File: src/rtl/la_uart_rx.sv
// la_uart_rx: UART receive front-end.
//
// Synchronizes the asynchronous uart_rx pad, recovers frames with 16x oversampling
// derived from a programmable divisor, and presents each character with its error
// flags on a valid/ready output register.
//
// Ports:
//   clk          core clock
//   nreset       active-low reset, asynchronous assert
//   en           receiver enable; 0 forces the frame FSM idle
//   div          oversample tick period minus 1 (bit period = 16*(div+1) clk)
//   parity_en    a parity bit follows the data bits
//   parity_odd   1 = odd parity, 0 = even parity
//   uart_rx      serial input from the pad, idle high
//   rx_valid     character available in the output register
//   rx_data      received character (LSB first on the line)
//   rx_ready     consumer accepts the character
//   err_frame    stop bit sampled low (qualified by rx_valid)
//   err_parity   parity mismatch (qualified by rx_valid)
//   err_overrun  one-cycle pulse when a completed character is dropped
//   busy         frame FSM is not idle
module la_uart_rx #(
  parameter int unsigned DW   = 8,
  parameter int unsigned DIVW = 16
) (
  input  logic            clk,
  input  logic            nreset,
  input  logic            en,
  input  logic [DIVW-1:0] div,
  input  logic            parity_en,
  input  logic            parity_odd,
  input  logic            uart_rx,
  output logic            rx_valid,
  output logic [DW-1:0]   rx_data,
  input  logic            rx_ready,
  output logic            err_frame,
  output logic            err_parity,
  output logic            err_overrun,
  output logic            busy
);

  localparam int unsigned BCW = (DW > 1) ? $clog2(DW) : 1;

  typedef enum logic [2:0] {
    StIdle,
    StStart,
    StData,
    StParity,
    StStop
  } state_e;

  // ---------------------------------------------------------------------------
  // Input synchronizer (both stages reset to the idle-high line level)
  // ---------------------------------------------------------------------------
  logic rx_meta_q;
  logic rxs_q;

  always_ff @(posedge clk or negedge nreset) begin
    if (!nreset) begin
      rx_meta_q <= 1'b1;
      rxs_q     <= 1'b1;
    end else begin
      rx_meta_q <= uart_rx;
      rxs_q     <= rx_meta_q;
    end
  end

  // ---------------------------------------------------------------------------
  // Oversample prescaler
  // ---------------------------------------------------------------------------
  logic [DIVW-1:0] presc_q, presc_d;
  logic            tick;

  // >= rather than == so a divisor lowered on the fly cannot strand the counter
  // above the new terminal count for a full wrap.
  assign tick = en && (presc_q >= div);

  always_comb begin
    presc_d = presc_q + DIVW'(1);
    if (!en || tick) begin
      presc_d = '0;
    end
  end

  always_ff @(posedge clk or negedge nreset) begin
    if (!nreset) begin
      presc_q <= '0;
    end else begin
      presc_q <= presc_d;
    end
  end

  // ---------------------------------------------------------------------------
  // Frame FSM
  // ---------------------------------------------------------------------------
  state_e          state_q, state_d;
  logic [3:0]      cnt_q, cnt_d;
  logic [BCW-1:0]  bit_cnt_q, bit_cnt_d;
  logic [DW-1:0]   shift_q, shift_d;
  logic            perr_q, perr_d;
  logic            ferr_q, ferr_d;
  logic            armed_q, armed_d;
  logic            done_q, done_d;

  always_comb begin
    state_d   = state_q;
    cnt_d     = cnt_q;
    bit_cnt_d = bit_cnt_q;
    shift_d   = shift_q;
    perr_d    = perr_q;
    ferr_d    = ferr_q;
    armed_d   = armed_q;
    done_d    = 1'b0;

    // 4-bit wrap gives the 16-tick bit period in DATA without an explicit reload.
    if (tick) begin
      cnt_d = cnt_q + 4'd1;
    end

    unique case (state_q)
      StIdle: begin
        // A start edge is only trusted after the line has been seen idle high.
        if (rxs_q) begin
          armed_d = 1'b1;
        end
        if (tick && armed_q && !rxs_q) begin
          state_d = StStart;
        end
      end
      StStart: begin
        if (tick && (cnt_q == 4'd7)) begin
          bit_cnt_d = '0;
          perr_d    = 1'b0;
          state_d   = rxs_q ? StIdle : StData;
        end
      end
      StData: begin
        if (tick && (cnt_q == 4'd15)) begin
          shift_d = {rxs_q, shift_q[DW-1:1]};
          if (bit_cnt_q == BCW'(DW - 1)) begin
            state_d = parity_en ? StParity : StStop;
          end else begin
            bit_cnt_d = bit_cnt_q + BCW'(1);
          end
        end
      end
      StParity: begin
        if (tick && (cnt_q == 4'd15)) begin
          perr_d  = ((^shift_q) ^ rxs_q) != parity_odd;
          state_d = StStop;
        end
      end
      StStop: begin
        if (tick && (cnt_q == 4'd15)) begin
          ferr_d  = ~rxs_q;
          done_d  = 1'b1;
          state_d = StIdle;
          // A low stop bit may be a break or a mid-frame sync loss: wait for idle.
          if (!rxs_q) begin
            armed_d = 1'b0;
          end
        end
      end
      default: begin
        state_d = StIdle;
      end
    endcase

    if (state_d != state_q) begin
      cnt_d = '0;
    end

    // Disable drops any partial frame; the output register is left alone.
    if (!en) begin
      state_d = StIdle;
      cnt_d   = '0;
    end
  end

  always_ff @(posedge clk or negedge nreset) begin
    if (!nreset) begin
      state_q   <= StIdle;
      cnt_q     <= '0;
      bit_cnt_q <= '0;
      shift_q   <= '0;
      perr_q    <= 1'b0;
      ferr_q    <= 1'b0;
      armed_q   <= 1'b0;
      done_q    <= 1'b0;
    end else begin
      state_q   <= state_d;
      cnt_q     <= cnt_d;
      bit_cnt_q <= bit_cnt_d;
      shift_q   <= shift_d;
      perr_q    <= perr_d;
      ferr_q    <= ferr_d;
      armed_q   <= armed_d;
      done_q    <= done_d;
    end
  end

  // ---------------------------------------------------------------------------
  // Output register with valid/ready handshake
  // ---------------------------------------------------------------------------
  logic          rx_valid_q, rx_valid_d;
  logic [DW-1:0] rx_data_q, rx_data_d;
  logic          err_frame_q, err_frame_d;
  logic          err_parity_q, err_parity_d;
  logic          err_overrun_q, err_overrun_d;

  always_comb begin
    rx_valid_d    = rx_valid_q;
    rx_data_d     = rx_data_q;
    err_frame_d   = err_frame_q;
    err_parity_d  = err_parity_q;
    err_overrun_d = 1'b0;

    if (rx_valid_q && rx_ready) begin
      rx_valid_d = 1'b0;
    end

    // A character completing while the slot drains takes the slot directly.
    if (done_q) begin
      if (!rx_valid_q || rx_ready) begin
        rx_valid_d   = 1'b1;
        rx_data_d    = shift_q;
        err_frame_d  = ferr_q;
        err_parity_d = perr_q;
      end else begin
        err_overrun_d = 1'b1;
      end
    end
  end

  always_ff @(posedge clk or negedge nreset) begin
    if (!nreset) begin
      rx_valid_q    <= 1'b0;
      rx_data_q     <= '0;
      err_frame_q   <= 1'b0;
      err_parity_q  <= 1'b0;
      err_overrun_q <= 1'b0;
    end else begin
      rx_valid_q    <= rx_valid_d;
      rx_data_q     <= rx_data_d;
      err_frame_q   <= err_frame_d;
      err_parity_q  <= err_parity_d;
      err_overrun_q <= err_overrun_d;
    end
  end

  assign rx_valid    = rx_valid_q;
  assign rx_data     = rx_data_q;
  assign err_frame   = err_frame_q;
  assign err_parity  = err_parity_q;
  assign err_overrun = err_overrun_q;
  assign busy        = (state_q != StIdle);

endmodule

File: config.mk
export PLATFORM = sky130hd
export DESIGN_NAME = la_uart_rx
export DESIGN_NICKNAME = d
export VERILOG_FILES = /design/src/rtl/la_uart_rx.sv
export SDC_FILE = /design/constraint.sdc
export NUM_CORES = 1
export LEC_CHECK = 0
export BUFFER_PORTS_ARGS = -buffer_cell sky130_fd_sc_hd__buf_2
export CORE_AREA = 2 2 55 109
export DETAILED_ROUTE_END_ITERATION = 8
export DIE_AREA = 0 0 57 111
export GPL_ROUTABILITY_DRIVEN = 0
export PLACE_DENSITY = 0.75
export SYNTH_ARGS = -nofsm -noshare
export SYNTH_HDL_FRONTEND = slang
export SYNTH_SLANG_ARGS = --single-unit
File: constraint.sdc
create_clock -name clk -period 2.6 [get_ports clk]
set_input_delay 0 -clock clk [delete_from_list [all_inputs] [get_ports clk]]
set_output_delay 0 -clock clk [all_outputs]
set_load 0.03 [all_outputs]
==> results of run 1 <==
## Yosys cell counts, types with 4 or more instances
master | n | area [um2]
nand3_1 | 11 | 55.05
inv_1 | 25 | 93.84
a21oi_1 | 11 | 55.05
and3_1 | 6 | 37.54
nand2_1 | 16 | 60.06
xnor2_1 | 16 | 140.1
a211oi_1 | 4 | 30.03
ha_1 | 20 | 250.2
xor2_1 | 9 | 78.83
nor2_1 | 28 | 105.1
dfrtp_1 | 50 | 1251
nand2b_1 | 4 | 25.02
nor2b_1 | 4 | 25.02
mux2_2 | 10 | 112.6
nand4_1 | 5 | 31.28
mux2_4 | 8 | 120.1
## flip-flops by register name, indices dropped and copies added (netlist names), 3 cells and up
name	flops
cnt_q	4
presc_q	16
shift_q	8
bit_cnt_q	3
state_q	3
rx_data	8
## cells by family (layout without fill, tap and decap cells)
| kind of cell | Yosys count | in the layout | synth area share (%) |
|---|---|---|---|
| adder cells (fa/ha/maj) | 20 | 20 | 8.432 |
| XOR/XNOR | 25 | 25 | 7.378 |
| AO/OA/AOI/OAI | 38 | 38 | 9.950 |
| flip-flops | 52 | 52 | 43.93 |
| buffers and inverters | 31 | 76 | 4.426 |
| AND/OR/NAND/NOR | 89 | 89 | 16.27 |
| multiplexers | 23 | 23 | 9.612 |
## how the worst max path moves through the flow
stage,start,end,slack (ns),cells after the start
finish,presc_q[1],bit_cnt_q[0],0.16,8
global route,presc_q[1],bit_cnt_q[0],0.02,8
CTS,presc_q[1],shift_q[5],0.13,7
detailed placement,presc_q[1],shift_q[6],0.14,7
global placement,presc_q[13],cnt_q[1],0.19,7
floorplan,presc_q[2],shift_q[0],0.33,7
## through the flow
stage	utilization, %	setup slack (ns)	power [mW]	instance area (um2)
finish	61.61	0.1561	1.680	3427
global route	61.61	0.02394	1.740	3427
CTS	61.20	0.1282	1.705	3405
detailed placement	57.47	0.1450	0.9260	3197
global placement	57.47	0.1866	0.9209	3197
floorplan	-	0.3262	0.8792	2968
## routing by layer
layer | vias up | share of wire, % | track usage [%]
li1 | 1056 | - | -
met1 | 1060 | 43 | 23.08
met2 | 49 | 52 | 31.95
met3 | 6 | 3.9 | 2.684
met4 | 0 | 1.7 | 6.357
met5 | - | 0 | 0
## cell type report
| class | count | share of cell area, % |
|---|---|---|
| Timing Repair Buffer | 43 | 7.083 |
| Clock buffer | 6 | 4.053 |
| Inverter | 25 | 2.738 |
| Clock inverter | 2 | 1.132 |
| Tap cell | 61 | 2.227 |
| Sequential cell | 52 | 38.04 |
| Multi-Input combinational cell | 195 | 44.72 |
## power groups by stage
stage / Combinational [mW] / Sequential (mW) / Clock (mW)
after floorplan: 0.0433 / 0.836 / 0
after global placement: 0.0851 / 0.836 / 0
after detailed placement: 0.0895 / 0.836 / 0
after CTS: 0.0934 / 0.821 / 0.791
after global routing: 0.105 / 0.821 / 0.813
final: 0.0910 / 0.821 / 0.767
## cells in the final DEF (no fill, tap or decap), types with 3 or more instances in the layout
cell | Yosys | final
mux2i_1 | 3 | 3
nor2b_1 | 4 | 4
inv_1 | 25 | 25
mux2_2 | 10 | 10
mux2_4 | 8 | 8
xor2_1 | 9 | 9
buf_4 | 0 | 5
nand4_1 | 5 | 5
clkbuf_16 | 0 | 5
dlygate4sd3_1 | 0 | 3
nand2_1 | 16 | 16
dfrtp_1 | 50 | 50
a21oi_1 | 11 | 11
xnor2_1 | 16 | 16
and3_1 | 6 | 6
a211oi_1 | 4 | 4
nand2b_1 | 4 | 4
buf_2 | 3 | 35
ha_1 | 20 | 20
o21ai_0 | 3 | 3
nor2_1 | 28 | 28
nand3_1 | 11 | 11
## timing repair
action                     CTS  global route
hold endpoints to repair    52             0
hold buffers                 3             0
setup buffers                0             3
setup endpoints to repair    0             1
==> results.sh, run 1 <==
export IMPL_setup_viol=0
export IMPL_regArea_mm2=0.001304
export IMPL_grt_pass1_wl_um=9459
export IMPL_cts_tree="done"
export IMPL_hold_class="input pin to flip-flop"
export IMPL_worstPathRequired_ns=2.78
export IMPL_synthArstFlopShare_pct=100.0
export IMPL_synth_cell_types=54
export IMPL_pin_count=36
export IMPL_syn2layout_area_growth_pct=15.47
export IMPL_yosysSeqAreaShare_pct=43.93
export IMPL_antenna_found_initial=0
export IMPL_fmaxAchievable_ghz=0.4092
export IMPL_drv_cap=0
export IMPL_tightest_slew_ns=1.154
export IMPL_fp_dieH_um=111
export IMPL_fillers=488
export IMPL_grt_max_degree=53
export IMPL_dieArea_mm2=0.006327
export IMPL_fin_hold_ws_ns=0.03007
export IMPL_power_switching_mw=0.3446
export IMPL_dpl_hpwl_um=4019
export IMPL_status="finished clean"
export IMPL_die_x_um=57
export IMPL_whs_endpoint="state_q[2]"
export IMPL_grt_pass1_vias=2180
export IMPL_p_leak_nw=1.715
export IMPL_internal_power_mw=1.335
export IMPL_p_clk_share_pct=45.7
export IMPL_hold_viol_final=0
export IMPL_p_sw_share_pct=20.51
export IMPL_hp_start="en"
export IMPL_ir_drop_v=0.0006036
export IMPL_synth_edff_count=0
export IMPL_rr_endpoint="bit_cnt_q[0]"
export IMPL_cpMaxStageDelayCell="dfrtp_1"
export IMPL_yosys_warnings=0
export IMPL_drt_total_wl_um=5501
export IMPL_clock_sinks=52
export IMPL_clkLatencyLatePin_ns=0.29
export IMPL_slew_headroom_pct=23.03
export IMPL_ant_nets=0
export IMPL_syn_nets=321
export IMPL_num_vias=2171
export IMPL_synthCells=278
export IMPL_fin_crit_sh_pct=94.00
export IMPL_crit_chain="ha_1 > nand2_1 > o21ai_0 > a41oi_1 > o21a_4 > buf_4 > nor4_4 > mux2_1"
export IMPL_viasPerCell=5.654
export IMPL_port_buffers=35
export IMPL_gr_total_overflow=0
export IMPL_netlist_area_mm2=0.002968
export IMPL_nets=365
export IMPL_drive_gt1_share_pct=24.77
export IMPL_rows=39
export IMPL_drtIter0Drc=71
export IMPL_initial_core_util_pct=53.35
export IMPL_htree_levels=2
export IMPL_seqPwrFrac_pct=48.9
export IMPL_syn_area_per_cell_um2=10.68
export IMPL_cts_resized=0
export IMPL_end_kind="flip-flop"
export IMPL_ys_seq_elements=52
export IMPL_start_kind="flip-flop"
export IMPL_critPathMaxFanout=5
export IMPL_multi_input_area_mm2=0.001533
export IMPL_cp_top_family="compound AO/OA/AOI/OAI gates"
export IMPL_cts_inserted_buffers=5
export IMPL_diodes=0
export IMPL_first_pass_iters=4
export IMPL_reg2reg_from="presc_q[1]"
export IMPL_ff2ff_setup_slack_ns=0.16
export IMPL_slew_violations=0
export IMPL_wire_per_inst_um=14.33
export IMPL_clkTransAtPathRegs_ns=0.07
export IMPL_pwr_share_comb_pct=5.4
export IMPL_min_path_cells=2
export IMPL_drc=0
export IMPL_cts_root_buf="clkbuf_16"
export IMPL_crit_buf_inv=1
export IMPL_critPathKind="flip-flop to flip-flop"
export IMPL_finalSetupTns_ns=0
export IMPL_rr_worst_depth=8
export IMPL_layout_cells_non_filler=384
export IMPL_grt_use_total_pct=18.52
export IMPL_cts_buffer_depth=2
export IMPL_power_density_mw_per_mm2=490.1
export IMPL_placed_cells=370
export IMPL_core_area_mm2=0.005563
export IMPL_rsz0062_at_grt="no"
export IMPL_finalClockSkew_ns=0.006126
export IMPL_arrival_ns=2.62
export IMPL_period_minus_slack_ns=2.444
export IMPL_max_stage_delay_ns=0.42
export IMPL_ys_flop_type="dfrtp_1"
No activity file was read; power rests on OpenSTA's default activity.
==> inputs of run 2 (changes only) <==
--- a/config.mk
+++ b/config.mk
@@ -5,6 +5,7 @@
 export SDC_FILE = /design/constraint.sdc
 export NUM_CORES = 1
 export LEC_CHECK = 0
+export ABC_AREA = 1
 export BUFFER_PORTS_ARGS = -buffer_cell sky130_fd_sc_hd__buf_2
 export CORE_AREA = 2 2 55 109
 export DETAILED_ROUTE_END_ITERATION = 8
==> run 2 against run 1 <==
  * Utilization is 0.34 points lower
  * Clock-buffer cell count shrank 1
  * Combinational power up 6.6%
  * Routed wire length decreased by 1.8%
  * Synthesized area is 0.13% higher
  * Flip-flop and latch count unchanged
  * Largest cell class unchanged
==> results.sh, run 2 <==
export IMPL_max_stage_delay_ns=0.44
export IMPL_cts_inserted_buffers=5
export IMPL_dp_slack_ns=0.3933
export IMPL_port_buffers=35
export IMPL_final_cell_mix="nand2_1, inv_1, dfrtp_1"
export IMPL_pin_count=36
export IMPL_synth_cell_types=35
export IMPL_synthArstFlopShare_pct=100.0
export IMPL_viasPerCell=5.166
export IMPL_drtIter0Drc=55
export IMPL_netlist_area_mm2=0.002972
export IMPL_crit_chain="ha_1 > nand2_1 > o21ai_1 > a21oi_4 > nand2_4 > nand3_2 > nand2_1 > nand2_1 > nor2_2 > nand3_1 > nand3_2 > nor2_1"
export IMPL_p_leak_nw=1.735
export IMPL_power_density_mw_per_mm2=464.4
export IMPL_layout_cells_non_filler=453
export IMPL_cp_startpoint="presc_q[11]"
export IMPL_fmaxAchievable_ghz=0.4514
export IMPL_largest_register_ffs=16
export IMPL_ys_seq_elements=52
export IMPL_worstPathRequired_ns=2.77
export IMPL_cts_buffer_depth=2
export IMPL_grt_use_total_pct=18.66
export IMPL_start_kind="flip-flop"
export IMPL_grt_pass1_wl_um=9763
export IMPL_tightest_slew_ns=0.7153
export IMPL_crit_path_end="cnt_q[0]"
export IMPL_cp_top_family="simple AND/OR/NAND/NOR gates"
export IMPL_fin_crit_sh_pct=85.21
export IMPL_clock_sinks=52
export IMPL_rows=39
export IMPL_synth_most_common_cell="nand2_1"
export IMPL_core_area_mm2=0.005563
export IMPL_synth_top_cell_area_share_pct=42.11
export IMPL_dpl_hpwl_um=4214
export IMPL_yosys_warnings=0
export IMPL_wire_per_inst_um=11.92
export IMPL_period_minus_slack_ns=2.215
export IMPL_rr_endpoint="cnt_q[0]"
export IMPL_critPathMaxFanout=6
export IMPL_placed_cells=442
export IMPL_ir_drop_v=0.0005120
export IMPL_synthCells=347
export IMPL_min_path_cells=4
export IMPL_syn_nets=390
export IMPL_die_x_um=57
export IMPL_cts_resized=0
export IMPL_crit_buf_inv=0
export IMPL_cpMaxStageDelayCell="dfrtp_1"
export IMPL_finalClockSkew_ns=0.004501
export IMPL_holdBufCountCts=3
export IMPL_ff2ff_setup_slack_ns=0.38
export IMPL_critPathKind="flip-flop to flip-flop"
export IMPL_gr_total_overflow=0
export IMPL_htree_levels=2
export IMPL_cts_tree="done"
export IMPL_top_register="presc_q"
export IMPL_status="finished clean"
export IMPL_dieArea_mm2=0.006327
export IMPL_initial_core_util_pct=53.42
export IMPL_rr_worst_depth=12
export IMPL_hold_class="input pin to flip-flop"
export IMPL_drt_total_wl_um=5402
export IMPL_antenna_found_initial=0
export IMPL_yosysSeqAreaShare_pct=43.87
export IMPL_ys_flop_type="dfrtp_1"
export IMPL_ys_top_cells_by_area="dfrtp_1, ha_1, nand2_1"
export IMPL_syn2layout_area_growth_pct=14.69
export IMPL_setup_viol=0
export IMPL_synth_edff_count=0
export IMPL_drc=0
export IMPL_grt_pass1_vias=2381
export IMPL_arrival_ns=2.39
export IMPL_synth_common_cells="nand2_1, inv_1, dfrtp_1"
export IMPL_clkLatencyLatePin_ns=0.29
export IMPL_diodes=0
export IMPL_fp_dieH_um=111
export IMPL_finalSetupTns_ns=0
export IMPL_reg2reg_from="presc_q[11]"
export IMPL_post_cts_buffers=0
export IMPL_total_power_mw=1.583
export IMPL_drive_gt1_share_pct=21.68
export IMPL_num_vias=2340
export IMPL_cp_common_cell="nand2_1"
export IMPL_hold_viol_final=0
export IMPL_slew_headroom_pct=52.31
export IMPL_first_pass_iters=4
export IMPL_cts_root_buf="clkbuf_16"
export IMPL_slew_violations=0
export IMPL_fin_util_pct=61.27
export IMPL_nets=434
export IMPL_end_kind="flip-flop"
export IMPL_drv_cap=0
export IMPL_final_common_cell="nand2_1"
export IMPL_clkTransAtPathRegs_ns=0.07
export IMPL_grt_max_degree=33
export IMPL_syn_area_per_cell_um2=8.564
export IMPL_synth_largest_area_cell="dfrtp_1"
export IMPL_rsz0062_at_grt="no"
export IMPL_ant_nets=0
export IMPL_path_depth=12
export IMPL_layout_setup_ws_ns=0.3846
[run 2: cell count changes after synthesis, moves of 9 or more]
cell     delta
o21ai_0    +20
nand2_1    +44
mux2_2      -9
xnor2_1    -10
a21oi_1    +11
inv_1      +33
[run 2: cell families (layout without fill, tap and decap cells)]
logic type / Yosys count / after routing / synth area share, %
simple gates: 130 / 130 / 22.74
buf+inv: 69 / 114 / 8.758
compound gates: 64 / 64 / 12.59
flops: 52 / 52 / 43.87
fa+ha+maj: 20 / 20 / 8.421
xor+xnor: 11 / 11 / 3.242
mux: 1 / 1 / 0.3789
[run 2: how the worst min path moves through the flow]
stage              start          to  slack (ns)
2_1_floorplan     nreset     armed_q       -0.30
3_3_place_gp      nreset  presc_q[9]        0.08
3_5_place_dp      nreset  presc_q[7]        0.09
4_1_cts        parity_en  state_q[2]        0.06
5_1_grt        parity_en  state_q[1]        0.09
6_report       parity_en  state_q[2]        0.08
[run 2: cell type report]
cell class | count | area (um2)
inverter | 66 | 247.7
tap | 61 | 76.32
timing repair buffer | 40 | 220.2
fill | 520 | 2155
multi-input combinational | 226 | 1408
clock buffer | 5 | 125.1
sequential | 52 | 1304
clock inverter | 3 | 27.53
[run 2: tightest hold or removal path, cell delays in order]
cell,delay (ns)
buf_2,0.11
nor2_1,0.05
nand4_1,0.09
a21oi_1,0.07
[run 2: metal layers]
| layer | GRT usage [%] | routed length [um] | up-vias |
|---|---|---|---|
| met4 | 7.132 | 62 | 0 |
| met2 | 30.73 | 2752 | 54 |
| met1 | 24.48 | 2366 | 1081 |
| li1 | - | - | 1201 |
| met3 | 2.567 | 221 | 4 |
| met5 | 0 | 0 | - |
[run 2: stage by stage]
| stage | hold WS (ns) | instance area, um2 |
|---|---|---|
| 3_5_place_dp | 0.09010 | 3226 |
| 4_1_cts | 0.06130 | 3408 |
| 6_report | 0.07684 | 3408 |
| 5_1_grt | 0.08860 | 3408 |
| 3_3_place_gp | 0.08028 | 3226 |
| 2_1_floorplan | -0.2956 | 2972 |
[run 2: report_power, final]
group / internal, mW / switching [mW] / total [mW] / leakage, nW
combinational: 0.0385 / 0.0585 / 0.0970 / 0.957
sequential: 0.817 / 0.00733 / 0.824 / 0.707
clock: 0.365 / 0.297 / 0.662 / 0.0719
==> inputs of run 3 (changes only) <==
--- a/config.mk
+++ b/config.mk
@@ -7,11 +7,10 @@
 export LEC_CHECK = 0
 export ABC_AREA = 1
 export BUFFER_PORTS_ARGS = -buffer_cell sky130_fd_sc_hd__buf_2
-export CORE_AREA = 2 2 55 109
+export CORE_AREA = 2 2 69 136
 export DETAILED_ROUTE_END_ITERATION = 8
-export DIE_AREA = 0 0 57 111
+export DIE_AREA = 0 0 71 138
 export GPL_ROUTABILITY_DRIVEN = 0
-export PLACE_DENSITY = 0.75
 export SYNTH_ARGS = -nofsm -noshare
 export SYNTH_HDL_FRONTEND = slang
 export SYNTH_SLANG_ARGS = --single-unit
==> run 3 against run 2 <==
  * Largest power group unchanged
  * Sequential power is essentially flat
  * Non-clock buffer count shrank 1
  * Cell count grew 8.8%
==> results.sh, run 3 (synthesis gave the netlist of run 2 again) <==
export IMPL_nets=433
export IMPL_rows=49
export IMPL_crit_buf_inv=1
export IMPL_crit_chain="ha_1 > nand4_1 > nor3_2 > nand2_4 > nand2_4 > nand4_4 > nor2_2 > inv_2 > nand3_1 > nand3_2 > nor2_1"
export IMPL_top_register="presc_q"
export IMPL_max_stage_delay_ns=0.44
export IMPL_tightest_slew_ns=0.6687
export IMPL_finalSetupTns_ns=0
export IMPL_clock_sinks=52
export IMPL_clkLatencyLatePin_ns=0.29
export IMPL_setup_viol=0
export IMPL_hold_class="input pin to flip-flop"
export IMPL_die_x_um=71
export IMPL_dieArea_mm2=0.009798
export IMPL_status="finished clean"
export IMPL_first_pass_iters=4
export IMPL_rr_worst_depth=11
export IMPL_slew_headroom_pct=55.42
export IMPL_arrival_ns=2.45
export IMPL_power_density_mw_per_mm2=464.0
export IMPL_largest_register_ffs=16
export IMPL_drtIter0Drc=129
export IMPL_worstPathRequired_ns=2.82
export IMPL_pin_count=36
export IMPL_cts_tree="done"
export IMPL_dpl_hpwl_um=4799
export IMPL_critPathKind="flip-flop to flip-flop"
export IMPL_cp_common_cell="nand2_4"
export IMPL_finalClockSkew_ns=0.005098
export IMPL_viasPerCell=4.677
export IMPL_initial_core_util_pct=33.43
export IMPL_grt_pass1_vias=2376
export IMPL_cts_buffer_depth=2
export IMPL_final_cell_mix="nand2_1, inv_1, dfrtp_1"
export IMPL_fp_dieH_um=138
export IMPL_period_minus_slack_ns=2.231
export IMPL_drc=0
export IMPL_drv_cap=0
export IMPL_htree_levels=2
export IMPL_total_power_mw=1.599
export IMPL_end_kind="flip-flop"
export IMPL_critPathMaxFanout=18
export IMPL_grt_max_degree=53
export IMPL_path_depth=11
export IMPL_cp_top_family="simple AND/OR/NAND/NOR gates"
export IMPL_cts_root_buf="clkbuf_16"
export IMPL_core_area_mm2=0.008890
export IMPL_wire_per_inst_um=12.24
export IMPL_start_kind="flip-flop"
export IMPL_p_leak_nw=1.733
export IMPL_fillers=890
export IMPL_cts_inserted_buffers=5
export IMPL_fmaxAchievable_ghz=0.4482
export IMPL_ir_drop_v=0.0002509
export IMPL_ant_nets=0
export IMPL_antenna_found_initial=0
export IMPL_port_buffers=35
export IMPL_drive_gt1_share_pct=21.48
export IMPL_min_path_cells=3
export IMPL_cts_resized=0
export IMPL_final_common_cell="nand2_1"
export IMPL_syn2layout_area_growth_pct=16.00
export IMPL_clkTransAtPathRegs_ns=0.07
export IMPL_gr_total_overflow=0
export IMPL_hold_viol_final=0
export IMPL_grt_pass1_wl_um=10700
export IMPL_cpMaxStageDelayCell="dfrtp_1"
export IMPL_grt_use_total_pct=13.61
export IMPL_slew_violations=0
export IMPL_rsz0062_at_grt="no"
export IMPL_diodes=0
export IMPL_fin_crit_sh_pct=85.81
export IMPL_drt_total_wl_um=6035
export IMPL_num_vias=2306
run 3: cell count changes in the layout (fill, tap and decap cells not counted):
cell / delta
clkinvlp_4: -1
inv_6: +1
buf_4: -1
inv_8: -1
clkinv_2: +1
run 3: worst paths after layout:
path | startpoint | to | slack (ns)
setup / recovery | presc_q[11] | cnt_q[2] | 0.37
hold / removal | parity_en | state_q[1] | 0.08
setup reg to reg | presc_q[11] | cnt_q[2] | 0.37
hold reg to reg | rx_meta_q | rxs_q | 0.36
max in group asynchronous | nreset | state_q[1] | 1.80
min in group asynchronous | nreset | rx_data[5] | 0.35
run 3: area by class of cell:
| cell class | instances | area, um2 | area share, % |
|---|---|---|---|
| timing repair buffer | 39 | 212.7 | 6.171 |
| multi-input combinational | 226 | 1408 | 40.83 |
| inverter | 66 | 247.7 | 7.187 |
| tap | 102 | 127.6 | 3.702 |
| clock buffer | 5 | 125.1 | 3.630 |
| clock inverter | 3 | 22.52 | 0.6534 |
| sequential | 52 | 1304 | 37.82 |
run 3: through the flow:
stage / cells / utilization, % / area (um2) / hold WS [ns] / setup slack (ns)
after floorplan: 347 / - / 2972 / -0.2956 / 0.6910
after global placement: 482 / 36.78 / 3269 / 0.1079 / 0.3934
after detailed placement: 482 / 36.78 / 3269 / 0.1086 / 0.3759
after CTS: 493 / 38.78 / 3447 / 0.08064 / 0.3541
after global routing: 493 / 38.78 / 3447 / 0.1057 / 0.2032
final: 493 / 38.78 / 3447 / 0.08175 / 0.3690
run 3: worst register-to-register path, delay by kind of cell (launching register included):
family,cells,cell delay [ns]
buffers and inverters,1,0.05
flip-flops,1,0.44
AND/OR/NAND/NOR,9,1.33
adder cells (fa/ha/maj),1,0.35
run 3: what timing repair did:
action,in CTS,in global routing
setup buffers,0,0
hold buffers,3,0
hold endpoints to repair,53,0
run 3: power breakdown:
| part | leakage [nW] | total [mW] | switching, mW | internal (mW) |
|---|---|---|---|---|
| sequential | 0.707 | 0.824 | 0.00759 | 0.816 |
| clock | 0.0742 | 0.678 | 0.317 | 0.361 |
| combinational | 0.952 | 0.0970 | 0.0593 | 0.0376 |
run 3: routing by layer:
| layer | track usage (%) | routed length [um] | part of all wire (%) |
|---|---|---|---|
| met5 | 0 | 0 | 0 |
| met2 | 26.36 | 3455 | 57 |
| met1 | 13.37 | 2256 | 37 |
| met3 | 1.895 | 138 | 2.3 |
| met4 | 6.852 | 184 | 3.0 |
